**src/rtl/ray_calc_arbiter.sv**
```systemverilog
// Round-robin arbiter that time-shares one fixed-latency radius datapath between N_CH channels
// and returns each datapath result tagged with the channel that issued it.

module ray_calc_arbiter #(
    parameter int unsigned N_CH         = 4,
    parameter int unsigned CH_W         = 2,
    parameter int unsigned IN_W         = 8,
    parameter int unsigned OUT_W        = 8,
    parameter int unsigned CALC_LATENCY = 3
) (
    input  logic                 clk,
    input  logic                 reset,
    input  logic [N_CH-1:0]      req_valid,
    output logic [N_CH-1:0]      req_ready,
    input  logic [N_CH*IN_W-1:0] req_x,
    input  logic [N_CH*IN_W-1:0] req_y,
    output logic [IN_W-1:0]      calc_x,
    output logic [IN_W-1:0]      calc_y,
    input  logic [OUT_W-1:0]     calc_r,
    output logic                 res_valid,
    output logic [CH_W-1:0]      res_ch,
    output logic [OUT_W-1:0]     res_r,
    output logic                 busy
);

    logic [CH_W-1:0]     ptr_q, ptr_d;
    logic                found_hi, found_lo, grant_any, xfer;
    logic [CH_W-1:0]     grant_hi, grant_lo, grant_idx;
    logic [IN_W-1:0]     sel_x, sel_y;

    logic [IN_W-1:0]     calc_x_q, calc_x_d;
    logic [IN_W-1:0]     calc_y_q, calc_y_d;

    // Index 0 is the issue register; index CALC_LATENCY lines up with calc_r.
    logic [CALC_LATENCY:0] tag_vld_q, tag_vld_d;
    logic [CH_W-1:0]       tag_ch_q [CALC_LATENCY+1];
    logic [CH_W-1:0]       tag_ch_d [CALC_LATENCY+1];

    logic                res_valid_q, res_valid_d;
    logic [CH_W-1:0]     res_ch_q, res_ch_d;
    logic [OUT_W-1:0]    res_r_q, res_r_d;

    // Rotating priority: the first requester at or above the pointer wins, otherwise the
    // lowest requester overall (which then necessarily sits below the pointer).
    always_comb begin
        found_hi = 1'b0;
        found_lo = 1'b0;
        grant_hi = '0;
        grant_lo = '0;
        for (int unsigned c = 0; c < N_CH; c++) begin
            if (!found_hi && req_valid[c] && (c >= 32'(ptr_q))) begin
                found_hi = 1'b1;
                grant_hi = CH_W'(c);
            end
            if (!found_lo && req_valid[c]) begin
                found_lo = 1'b1;
                grant_lo = CH_W'(c);
            end
        end
        grant_any = found_hi | found_lo;
        grant_idx = found_hi ? grant_hi : grant_lo;
        xfer      = grant_any & ~reset;
    end

    always_comb begin
        req_ready = '0;
        sel_x     = '0;
        sel_y     = '0;
        for (int unsigned c = 0; c < N_CH; c++) begin
            if (grant_idx == CH_W'(c)) begin
                req_ready[c] = xfer;
                sel_x        = req_x[c*IN_W +: IN_W];
                sel_y        = req_y[c*IN_W +: IN_W];
            end
        end
    end

    always_comb begin
        ptr_d       = ptr_q;
        calc_x_d    = calc_x_q;
        calc_y_d    = calc_y_q;
        tag_vld_d   = {tag_vld_q[CALC_LATENCY-1:0], xfer};
        tag_ch_d[0] = grant_idx;
        for (int unsigned k = 1; k <= CALC_LATENCY; k++) begin
            tag_ch_d[k] = tag_ch_q[k-1];
        end
        res_valid_d = tag_vld_q[CALC_LATENCY];
        res_ch_d    = res_ch_q;
        res_r_d     = res_r_q;

        if (xfer) begin
            calc_x_d = sel_x;
            calc_y_d = sel_y;
            ptr_d    = (grant_idx == CH_W'(N_CH - 1)) ? '0 : grant_idx + 1'b1;
        end
        if (tag_vld_q[CALC_LATENCY]) begin
            res_ch_d = tag_ch_q[CALC_LATENCY];
            res_r_d  = calc_r;
        end
    end

    always_ff @(posedge clk) begin
        tag_ch_q <= tag_ch_d;
        if (reset) begin
            ptr_q       <= '0;
            calc_x_q    <= '0;
            calc_y_q    <= '0;
            tag_vld_q   <= '0;
            res_valid_q <= 1'b0;
            res_ch_q    <= '0;
            res_r_q     <= '0;
        end else begin
            ptr_q       <= ptr_d;
            calc_x_q    <= calc_x_d;
            calc_y_q    <= calc_y_d;
            tag_vld_q   <= tag_vld_d;
            res_valid_q <= res_valid_d;
            res_ch_q    <= res_ch_d;
            res_r_q     <= res_r_d;
        end
    end

    assign calc_x    = calc_x_q;
    assign calc_y    = calc_y_q;
    assign res_valid = res_valid_q;
    assign res_ch    = res_ch_q;
    assign res_r     = res_r_q;
    assign busy      = |tag_vld_q;

endmodule

```
**config.mk**
```make
export PLATFORM = sky130hd
export DESIGN_NAME = ray_calc_arbiter
export DESIGN_NICKNAME = d
export VERILOG_FILES = /design/src/rtl/ray_calc_arbiter.sv
export SDC_FILE = /design/constraint.sdc
export NUM_CORES = 1
export LEC_CHECK = 0
export ABC_CLOCK_PERIOD_IN_PS = 5000
export BUFFER_PORTS_ARGS = -buffer_cell sky130_fd_sc_hd__clkbuf_2
export CAP_MARGIN = 20
export CORE_MARGIN = 2
export CORE_UTILIZATION = 50
export CTS_BUF_LIST = sky130_fd_sc_hd__clkbuf_8
export DETAILED_ROUTE_END_ITERATION = 8
export PLACE_DENSITY = 0.88
export SLEW_MARGIN = 20
export SYNTH_ARGS = -nofsm -noshare
export SYNTH_HDL_FRONTEND = slang
export SYNTH_SLANG_ARGS = --single-unit
```
**constraint.sdc**
```tcl
create_clock -name clk -period 5 [get_ports clk]
set_input_delay 0 -clock clk [delete_from_list [all_inputs] [get_ports clk]]
set_output_delay 0 -clock clk [all_outputs]
set_load 0.03 [all_outputs]
```
# Word level (Yosys, flattened, before mapping)
# Index checks and enable logic that the tools add are counted.
[totals] ff_bits=41 out_inout_bits=32
[op_classes] muxes=28 eq_ne=3 n_lt_le_gt_ge=3 reduce_logical=17 addsub=1 bitwise=3
[ops] operator="$mux W8" n=8
[ops] operator="$mux W1" n=14
[ops] operator="$mux W2" n=6
[ops] operator="$logic_and A1 B1 Y1" n=9
[ops] operator="$logic_not A1 Y1" n=6
[ops] operator="$eq A2 B2 Y1 const B" n=2
[ops] operator="$ge A1 B2 Y1 const A" n=2
[ops] operator="$reduce_or A4 Y1" n=1
[ops] operator="$add A2 B1 Y2 const B" n=1
[ops] operator="$eq A2 B1 Y1 const B" n=1
[ops] operator="$ge A2 B2 Y1 const A" n=1
[ops] operator="$logic_not A2 Y1" n=1
[ops] operator="$and A1 B1 Y1" n=1
[ops] operator="$not A1 Y1" n=1
[ops] operator="$or A1 B1 Y1" n=1

# Depth between registers and ports, before layout
# Gate-level depths: netlist (run 1).
[logic_depth] depth_word=20 ltp_mapped=9 depth_no_buf=7

# Worst setup path before layout (run 1)
# OpenSTA, ideal clock, no wires.
[synth_timing] path_type="register -> register" from="reg ptr_q[1]" to="reg calc_y_q[6], in the netlist calc_y[6]" path_stages_with_launch=9 setup_time_ps=86 arrival_ps=1938 synth_period_minus_slack_ps=2023 setup_slack_ps=2977 path_cell_list="dfxtp_1 mux2_2 nand2_1 and3_1 ha_1 buf_2 a21oi_1 a221o_1 a211oi_1"
[synth_between] elab_chain_cells=20 elab_cells_between_ends=30
[synth_lines] item="start, declared" line="26" rtl="logic [CH_W-1:0] ptr_q, ptr_d;"
[synth_lines] item="start signal, assigned" line="113" rtl="ptr_q <= ptr_d;"
[synth_lines] item="$ge A1 B2 Y1" line="51" rtl="if (!found_hi && req_valid[c] && (c >= 32'(ptr_q))) begin"
[synth_lines] item="$logic_and A1 B1 Y1" line="51"
[synth_lines] item="$mux W1" line="51"
[synth_lines] item="$logic_not A1 Y1" line="51"
[synth_lines] item="$logic_and A1 B1 Y1 (2 in a row)" line="51"
[synth_lines] item="$mux W1" line="51"
[synth_lines] item="$logic_not A1 Y1" line="51"
[synth_lines] item="$logic_and A1 B1 Y1 (2 in a row)" line="51"
[synth_lines] item="$mux W1" line="51"
[synth_lines] item="$logic_not A1 Y1" line="51"
[synth_lines] item="$logic_and A1 B1 Y1" line="51"
[synth_lines] item="$mux W2 / $mux W1 (equally long branches)" line="51"
[synth_lines] item="$mux W2 *" line="61" rtl="grant_idx = found_hi ? grant_hi : grant_lo;"
[synth_lines] item="named net grant_idx[0]" line="28" rtl="logic [CH_W-1:0] grant_hi, grant_lo, grant_idx;"
[synth_lines] item="$logic_not A2 Y1" line="70" rtl="if (grant_idx == CH_W'(c)) begin"
[synth_lines] item="$mux W8 (3 in a row)" line="70"
[synth_lines] item="$mux W8 *" line="70"
[synth_lines] item="end signal, assigned" line="115" rtl="calc_y_q <= calc_y_d;"
[synth_lines] item="end, declared" line="32" rtl="logic [IN_W-1:0] calc_y_q, calc_y_d;"
# The timed path passes the listed nets; every way through them passes the cells marked *.
# A chain may end at the register's enable or synchronous reset.

# Worst setup path after layout (run 1)
[layout_timing] from="reg ptr_q[1]" to="reg calc_y_q[4], in the netlist calc_y[4]"
# Same word-level chain as after synthesis.

==> results.md, run 1 <==
- The run finished, with violations left.
- The final reports fail on hold timing.
- The number of synthesized flops with an enable pin is 0.
- The number of warnings reported in the yosys synthesis log is 0.
- TritonCTS built the clock tree.
- The number of antenna-violating nets in the routed design is 0.
- In this run the static leakage power is 1.31 nW.
- The area of the die is 0.00470 mm2.
- In this run the vertical extent of the chip is 68.6 um.
- The vias after detailed routing is 2049.
- The fraction of registers with async set/reset is 0%.
- The post-synthesis cell type count is 30.
- The count of endpoints failing setup in the final report is 0.
- The post-detailed-route via-to-cell ratio is 5.38.
- The floorplan step defined a core boundary enclosing 0.00400 mm2.
- The total area of multi-input combinational cells is 0.00109 mm2.
- The floorplan has 23 rows.
- In the global route stage, overall resource usage came out at 24.7%.
- Counting along the longest clock path gives a buffer depth of 2.
- The max-slew violation count is 0.
- Leaving out fill and tap cells, the most frequent cell in the layout is clkbuf_2.
- The number of hold-slack violations in the final timing report was 1.
- Input and output buffers added on the ports amount to 109.
- The initial antenna violation count came to 0.
- The clock-pin slew on the worst setup and hold paths is 0.08 ns.
- The primary flip-flop cell chosen by synthesis mapping is dfxtp_1.
- The top cell types in the final layout, fill and taps aside, are clkbuf_2, dfxtp_1, a21oi_1.
- In this run, CTS created clock tree buffers numbering 5.
- The maximum number of pins on one net before global-route repair is 34.
- The non-filler instance count after layout is 381.
- The top fanout value on the critical path is 33.
- The cell area after synthesis is 0.00208 mm2.
- For this run the aggregate overflow at the end of global routing stands at 0.
- The worst hold path class is in -> reg.
- Data on the critical path is required at its endpoint by 5.19 ns.
- The max-cap violation count is 0.
- The startpoint type of the worst setup path is a flop.
- The worst path uses 55.7% of the clock period.
- The storage element area is 821 um2.
- Measured against its own limit, the worst slew margin works out to 32.1%.
- After synthesis the netlist holds a flip-flop and latch count of 41.
- The fill cell instance count of the final layout is 320.
- The number of iterations in the first detailed-routing pass is 4.
- At the pin with the least slew margin, the transition time is 1.01 ns.
- CTS built an H-tree with a depth of 2.
- For this run, the post-layout net count is 412.
- For the worst-skew pair, the clock arrives at the later sink with an insertion delay of 0.29 ns.
- The worst path in the final design needs a cycle of 2.79 ns, including I/O delays and setup.
- The clock sink count is 41.
- Timing would allow up to 359 MHz.
- STA classifies the critical path endpoint as a flop.
- Wires add up to 5590 um.
- The final hold slack is -0.00188 ns.
- The estimated wirelength of the detail-placed design is 3780 um.
- For the worst setup path, the data arrival time is 2.98 ns.
- The number of nets in the synthesized netlist is 309.
- The final weighted congestion of routability-driven global placement is 0.864.
- The worst setup path is of the reg -> reg kind.
- IR analysis of the VDD net gives a maximum drop of 173 uV.
- The first global-routing pass estimated 8560 um of wire.
- The average footprint of a synthesized cell is 9.18 um2.
- The number of cells in the design after placement is 366.
- The tree is rooted in a clkbuf_8.
- The share of post-route cells with drive strength above 1 is 42.3%.
- The floorplan step set the die width to 68.6 um.
- The remaining routing DRC violations is 0.
- The largest clock skew in the final design is 0.00971 ns.
- The sequential element share of the synthesized area is 39.4%.
- The number of gates resized after CTS was 0.
- The synthesized netlist cell count is 227.
- Once the floorplan was initialized, standard cells occupied 52.1% of the core.
- In the final routed layout, each cell accounts on average for 14.7 um.
- The sum of internal, switching and leakage power is 0.00104 W.
- The number of antenna diodes in the final layout is 0.
- Setup repair after global routing left no endpoint under its margin.
- In the final timing run, aggregate negative setup slack is 0 ns.
- The number of top-level design ports is 110.
- The via count of the first global-routing pass is 1972.
- The number of violations reported at the end of detailed-routing iteration 0 is 103.
- The power density over cell area is 373 mW/mm2.
- The post-synthesis to final-layout area growth is 33.8%.
final cells by class:
type                    instances  share of cell area [%]
repair buffers                116                    22.1
clock inverters                 3                    2.47
multi-input cells             149                    39.0
clock buffers                   5                    2.47
inverters                      17                    2.29
well taps                      50                    2.24
flip-flops and latches         41                    29.4
path summary, 6_finish.rpt:
kind | end | cells past startpoint | startpoint | slack, ns
min reg2reg | tag_ch_d[0]$_DFF_P_ | 0 | tag_ch_d[2]$_DFF_P_ | 0.33
max reg2reg | calc_y[4]$_SDFFE_PP0N_ | 7 | ptr_q[1]$_SDFFE_PP0N_ | 2.21
max | calc_y[4]$_SDFFE_PP0N_ | 7 | ptr_q[1]$_SDFFE_PP0N_ | 2.21
min | res_r[3]$_SDFFE_PP0P_ | 3 | calc_r[3] | -0.002
what timing repair did:
action	in CTS	in global routing
buffers inserted	0	0
endpoints found under the hold margin	7	0
hold buffers	7	0
cell families after synthesis:
logic type | share of synthesized area (%)
flops | 39.4
simple gates | 18.3
mux | 5.35
fa+ha+maj | 2.40
buf+inv | 8.65
compound gates | 25.9
per-stage QoR:
step	setup WS, ns	area, um2	util, %
floorplan	2.98	2080	-
global placement	2.38	2570	64.4
detailed placement	2.27	2570	64.4
CTS	2.15	2780	69.6
global route	1.98	2790	69.7
finish	2.21	2790	69.7
registers in the layout, indices dropped and copies added (netlist names):
register	cells
calc_x	8
calc_y	8
res_r	8
tag_ch_d	6
tag_vld_q	4
ptr_q	2
res_ch	2
tag_ch_q	2
res_valid	1
routing by layer:
metal  vias to the layer above  track usage, %  routed length (um)
li1                       1017               -                   -
met1                       954            26.7                2300
met2                        70            44.8                2840
met3                         8            6.33                 383
met4                         0            11.3                  72
met5                         -               0                   0
power by group:
part | internal (W) | leakage, nW | switching [W] | total (W)
Combinational | 0.000138 | 0.900 | 0.000191 | 0.000329
Sequential | 0.000369 | 0.339 | 0.0000250 | 0.000394
Clock | 0.000201 | 0.0687 | 0.000116 | 0.000317
cell usage after synthesis (2+ instances only):
master    instances  area (um2)
mux2i_1          10         100
nor2_1           19        71.3
a211oi_2          9         113
buf_6             2        22.5
or4_1             2        15.0
a211oi_1          7        52.6
a21oi_1          35         175
and2_1            4        25.0
buf_2             8        40.0
nor2_4            2        22.5
nor2_2            7        43.8
ha_1              4        50.1
a221o_1          16         160
nand3b_1         17         128
inv_1            17        63.8
nor2b_1           4        25.0
nand2_1           3        11.3
dfxtp_1          41         821
clkbuf_1          9        33.8
worst max-delay path, stage by stage (launching register included):
cell and delay, ns:
dfxtp_1 0.45, mux2_2 0.37, nand2_1 0.10, and3_1 0.22, ha_1 0.79, a21oi_1 0.19
a221o_1 0.39, a211oi_1 0.19
No activity file was read; power rests on OpenSTA's default activity.
==> inputs of run 2 (changes only) <==
--- a/config.mk
+++ b/config.mk
@@ -5,14 +5,15 @@
 export SDC_FILE = /design/constraint.sdc
 export NUM_CORES = 1
 export LEC_CHECK = 0
-export ABC_CLOCK_PERIOD_IN_PS = 5000
+export ABC_AREA = 1
+export ABC_CLOCK_PERIOD_IN_PS = 2350
 export BUFFER_PORTS_ARGS = -buffer_cell sky130_fd_sc_hd__clkbuf_2
 export CAP_MARGIN = 20
 export CORE_MARGIN = 2
-export CORE_UTILIZATION = 50
+export CORE_UTILIZATION = 42
 export CTS_BUF_LIST = sky130_fd_sc_hd__clkbuf_8
 export DETAILED_ROUTE_END_ITERATION = 8
-export PLACE_DENSITY = 0.88
+export PLACE_DENSITY = 0.78
 export SLEW_MARGIN = 20
 export SYNTH_ARGS = -nofsm -noshare
 export SYNTH_HDL_FRONTEND = slang
==> constraint.sdc (replaced) <==
create_clock -name clk -period 2.35 [get_ports clk]
set_input_delay 0 -clock clk [delete_from_list [all_inputs] [get_ports clk]]
set_output_delay 0 -clock clk [all_outputs]
set_load 0.03 [all_outputs]
==> run 2 against run 1 <==
Net effect:
- sequential cell count unchanged
- non-clock buffer count grew 4
- the run now ends clean
- clock power increased by 79%
- wire length is 4.2% lower
- worst hold slack gained 0.018 ns
- combinational power up 140%
- first-iteration DRC count decreased by 44%
- die area up 19%
- setup slack worse by 2.1 ns
==> results.md, run 2 <==
- The net total in the final layout was 508 (+23%).
- The via count of the first global-routing pass is 2162 (+9.6%).
- The max-slew violation count is 0 (unchanged).
- The post-synthesis cell type count is 27 (-10%).
- The maximum level of the CTS H-tree is 2 (unchanged).
- The cell area after synthesis is 0.00210 mm2 (+0.60%).
- The sequential element share of the synthesized area was 39.2% (-0.24 points).
- The synthesized netlist cell count was 315 (+39%).
- Counting stages on the worst path, the most repeated cell is nor2_1.
- The final hold slack came to 0.0162 ns (+0.0181 ns).
- The length of routed wiring on met1 is 2310 um (+0.57%).
- The setup fix buffers added after clock tree synthesis was 0 (unchanged).
- The worst slew margin relative to its limit is 67.5% (+35 points).
- For this run, the leading register cell type out of synthesis is dfxtp_1.
- The total routing resource utilization after global routing is 20.2% (-4.5 points).
- The number of synthesized flops with an enable pin came to 0 (unchanged).
- The flow ran to the end, and the final reports show no timing, DRC or antenna violations.
- The endpoint kind of the worst setup timing path is an output port.
- The root buffer selected by CTS is clkbuf_8.
- The count of buffers inserted at the top-level ports is 109 (unchanged).
- The final wirelength is 5360 um (-4.2%).
- The sum of negative setup slack is 0 ns (unchanged).
- The worst setup path is of the reg -> out kind.
- The worst supply voltage drop on vdd came to 417 uV (+140%).
- The non-filler instance count after layout is 494 (+30%).
- The met2 routed wirelength is 2660 um (-6.2%).
- The count of cells along the worst register-to-register path came to 13 (+6).
- The number of cells in the design after placement is 477 (+30%).
- The number of diodes added for antenna fixing is 0 (unchanged).
- The number of top-level design ports came to 110 (unchanged).
- The most critical setup path has its endpoint at req_ready[1].
- In the layout the commonest cells are clkbuf_2, nor2_1, nand2_1.
- The global-route wire length before repair is 8850 um (+3.4%).
- The internal reg-to-reg setup slack came to 0.26 ns (-1.95 ns).
- The delay of the slowest cell on the worst path came to 0.38 ns (-0.41 ns).
- The remaining routing DRC violations was 0 (unchanged).
- The maximum number of pins on one net before global-route repair is 34 (unchanged).
- The minimum period implied by the final worst setup slack is 2.20 ns.
- The vias after detailed routing is 2317 (+13%).
- The flip-flop and latch count after synthesis is 41 (unchanged).
- The die span in y came to 74.6 um (+8.9%).
- The number of violations reported at the end of detailed-routing iteration 0 is 58 (-44%).
- The max-cap violation count is 0 (unchanged).
- Tracing the worst setup path back leads to its startpoint at ptr_q[0]$_SDFFE_PP0N_.
- The estimated wirelength of the detail-placed design is 4030 um (+6.7%).
- The top fanout value on the critical path came to 12 (-64%).
- The number of warnings reported in the yosys synthesis log came to 0 (unchanged).
- The arrival time at the worst endpoint is 2.20 ns (-0.78 ns).
- Setup repair after global routing could not meet its margin everywhere.
- The overall die width is 74.6 um (+8.9%).
- The end of the worst register-to-register path is calc_y[3]$_SDFFE_PP0N_.
- In the post-synthesis netlist, the cell with the most instances is nor2_1.
- The cell with the biggest individual delay on the critical path is ha_2.
- The core box area came to 0.00475 mm2 (+19%).
- The initial antenna violation count is 0 (unchanged).
- The fill cell instance count of the final layout is 475 (+48%).
- The highest clock rate is 454 MHz.
- The startpoint type of the worst setup path is a flop.
- The startpoint of the worst register-to-register path is ptr_q[0]$_SDFFE_PP0N_.
- By count the netlist is led by nor2_1, nand2_1, dfxtp_1, nand3_1, inv_1.
- The count of endpoints failing setup in the final report is 0 (unchanged).
- The clock sink count was 41 (unchanged).
- The setup slack after placement is 0.0942 ns (-2.17 ns).
- Of all cell types, the one taking the most synthesized area is dfxtp_1.
- The wire length per cell came to 10.8 um (-26%).
- The maximum clock path buffer count was 2 (unchanged).
- The final weighted congestion of routability-driven global placement is 0.827 (-4.4%).
- The most common cell after layout, fill and taps aside is clkbuf_2.
- The largest clock skew in the final design was 0.00170 ns (-0.00800 ns).
- The number of antenna-violating nets in the routed design is 0 (unchanged).
- The final worst setup slack is 0.149 ns (-2.07 ns).
- The final core utilization is 59.6% (-10 points).
- Traced cell by cell, the critical path runs through nor3_1, nor2_1, nand3_1, nand2_1, inv_1, ha_2, inv_2, nor2_1, clkbuf_2.
- The total congestion overflow is 0 (unchanged).
- The power density over cell area is 771 mW/mm2 (+110%).
- The post-synthesis to final-layout area growth is 35.2%.
- The number of nets produced by synthesis is 397 (+28%).
- The effective utilization at floorplan came to 44.1% (-8.0 points).
- The clock latency of the later-clocked register in the worst-skew pair is 0.29 ns (about the same).
- The total number of placement rows is 25 (+8.7%).
- Ranked by total cell area, the synthesized netlist is headed by dfxtp_1, nor2_1, nand2_1.
- The number of hold-slack violations in the final timing report is 0 (-1).
- The clock-pin slew on the worst setup and hold paths is 0.08 ns (about the same).
- The number of iterations in the first detailed-routing pass came to 4 (unchanged).
- The final critical path takes up 93.7% of the cycle.
- The fraction of registers with async set/reset came to 0% (unchanged).
- The average footprint of a synthesized cell is 6.65 um2 (-28%).
- The share of post-route cells with drive strength above 1 came to 31.1% (-11 points).
- The required arrival time at the worst endpoint is 2.35 ns (-2.84 ns).
- The detailed router used layers up to and including met4.
- The slew at the pin closest to its max-slew limit came to 0.487 ns (-0.524 ns).
- The area of the die is 0.00557 mm2 (+19%).
- The met3 routed wirelength is 320 um (-16%).
- The TritonCTS buffer count was 5 (unchanged).
- The post-detailed-route via-to-cell ratio was 4.69 (-13%).
- The reported leakage power is 1.56 nW (+19%).
- The worst hold path class is in -> reg.
- TritonCTS built the clock tree.
- The fraction of synthesized cell area taken by the top area cell type is 39.2% (-0.24 points).
[run 2: repair_timing]
action / in CTS / in global routing
hold buffers: 9 / 0
endpoints found under the setup margin: 1 / 19
resized for setup: 1 / 2
cloned: 0 / 0
endpoints found under the hold margin: 13 / 0
[run 2: through the flow]
step                      total power (W)  cell area (um2)
final                             0.00218             2830
after global routing              0.00234             2830
after CTS                         0.00221             2830
after detailed placement          0.00162             2620
after global placement            0.00160             2620
after floorplan                   0.00143             2100
[run 2: worst min-delay path by stage]
stage          startpoint                      to  slack [ns]  cells after the start
3_5_place_dp    calc_r[1]   res_r[1]$_SDFFE_PP0P_        0.23                      3
5_1_grt         req_y[25]  calc_y[1]$_SDFFE_PP0N_        0.03                      5
4_1_cts         req_y[24]  calc_y[0]$_SDFFE_PP0N_       0.008                      5
6_report        req_y[24]  calc_y[0]$_SDFFE_PP0N_        0.02                      5
2_1_floorplan       reset   ptr_q[1]$_SDFFE_PP0N_        0.07                      1
3_3_place_gp    calc_r[2]   res_r[2]$_SDFFE_PP0P_        0.22                      3
[run 2: cell type report]
class                      instances  area, um2  area share [%]
inverter                          25        104            3.66
multi-input combinational        233       1060            37.3
clock inverter                     3       46.3            1.63
timing repair buffer             120        654            23.1
sequential                        41        821            29.0
clock buffer                       5       68.8            2.43
tap                               67       83.8            2.96
[run 2: critical path: cells and delay by family, from the launching register on]
family,cells,cell delay (ns)
buf+inv,3,0.49
fa+ha+maj,1,0.38
flops,1,0.34
simple gates,5,0.71
[run 2: per-layer routing]
layer  track usage (%)  up-vias
li1                  -     1207
met1              24.2     1034
met2              36.3       68
met3              4.55        8
met4              5.75        0
met5                 0        -
[run 2: cell families after synthesis]
family / synth area share (%)
compound gates: 8.96
buf+inv: 10.7
fa+ha+maj: 2.39
simple gates: 38.8
flops: 39.2
[run 2: power breakdown]
part	total [W]	switching, W	internal [W]
clock	0.000567	0.000249	0.000318
sequential	0.000827	0.0000391	0.000787
combinational	0.000791	0.000508	0.000283
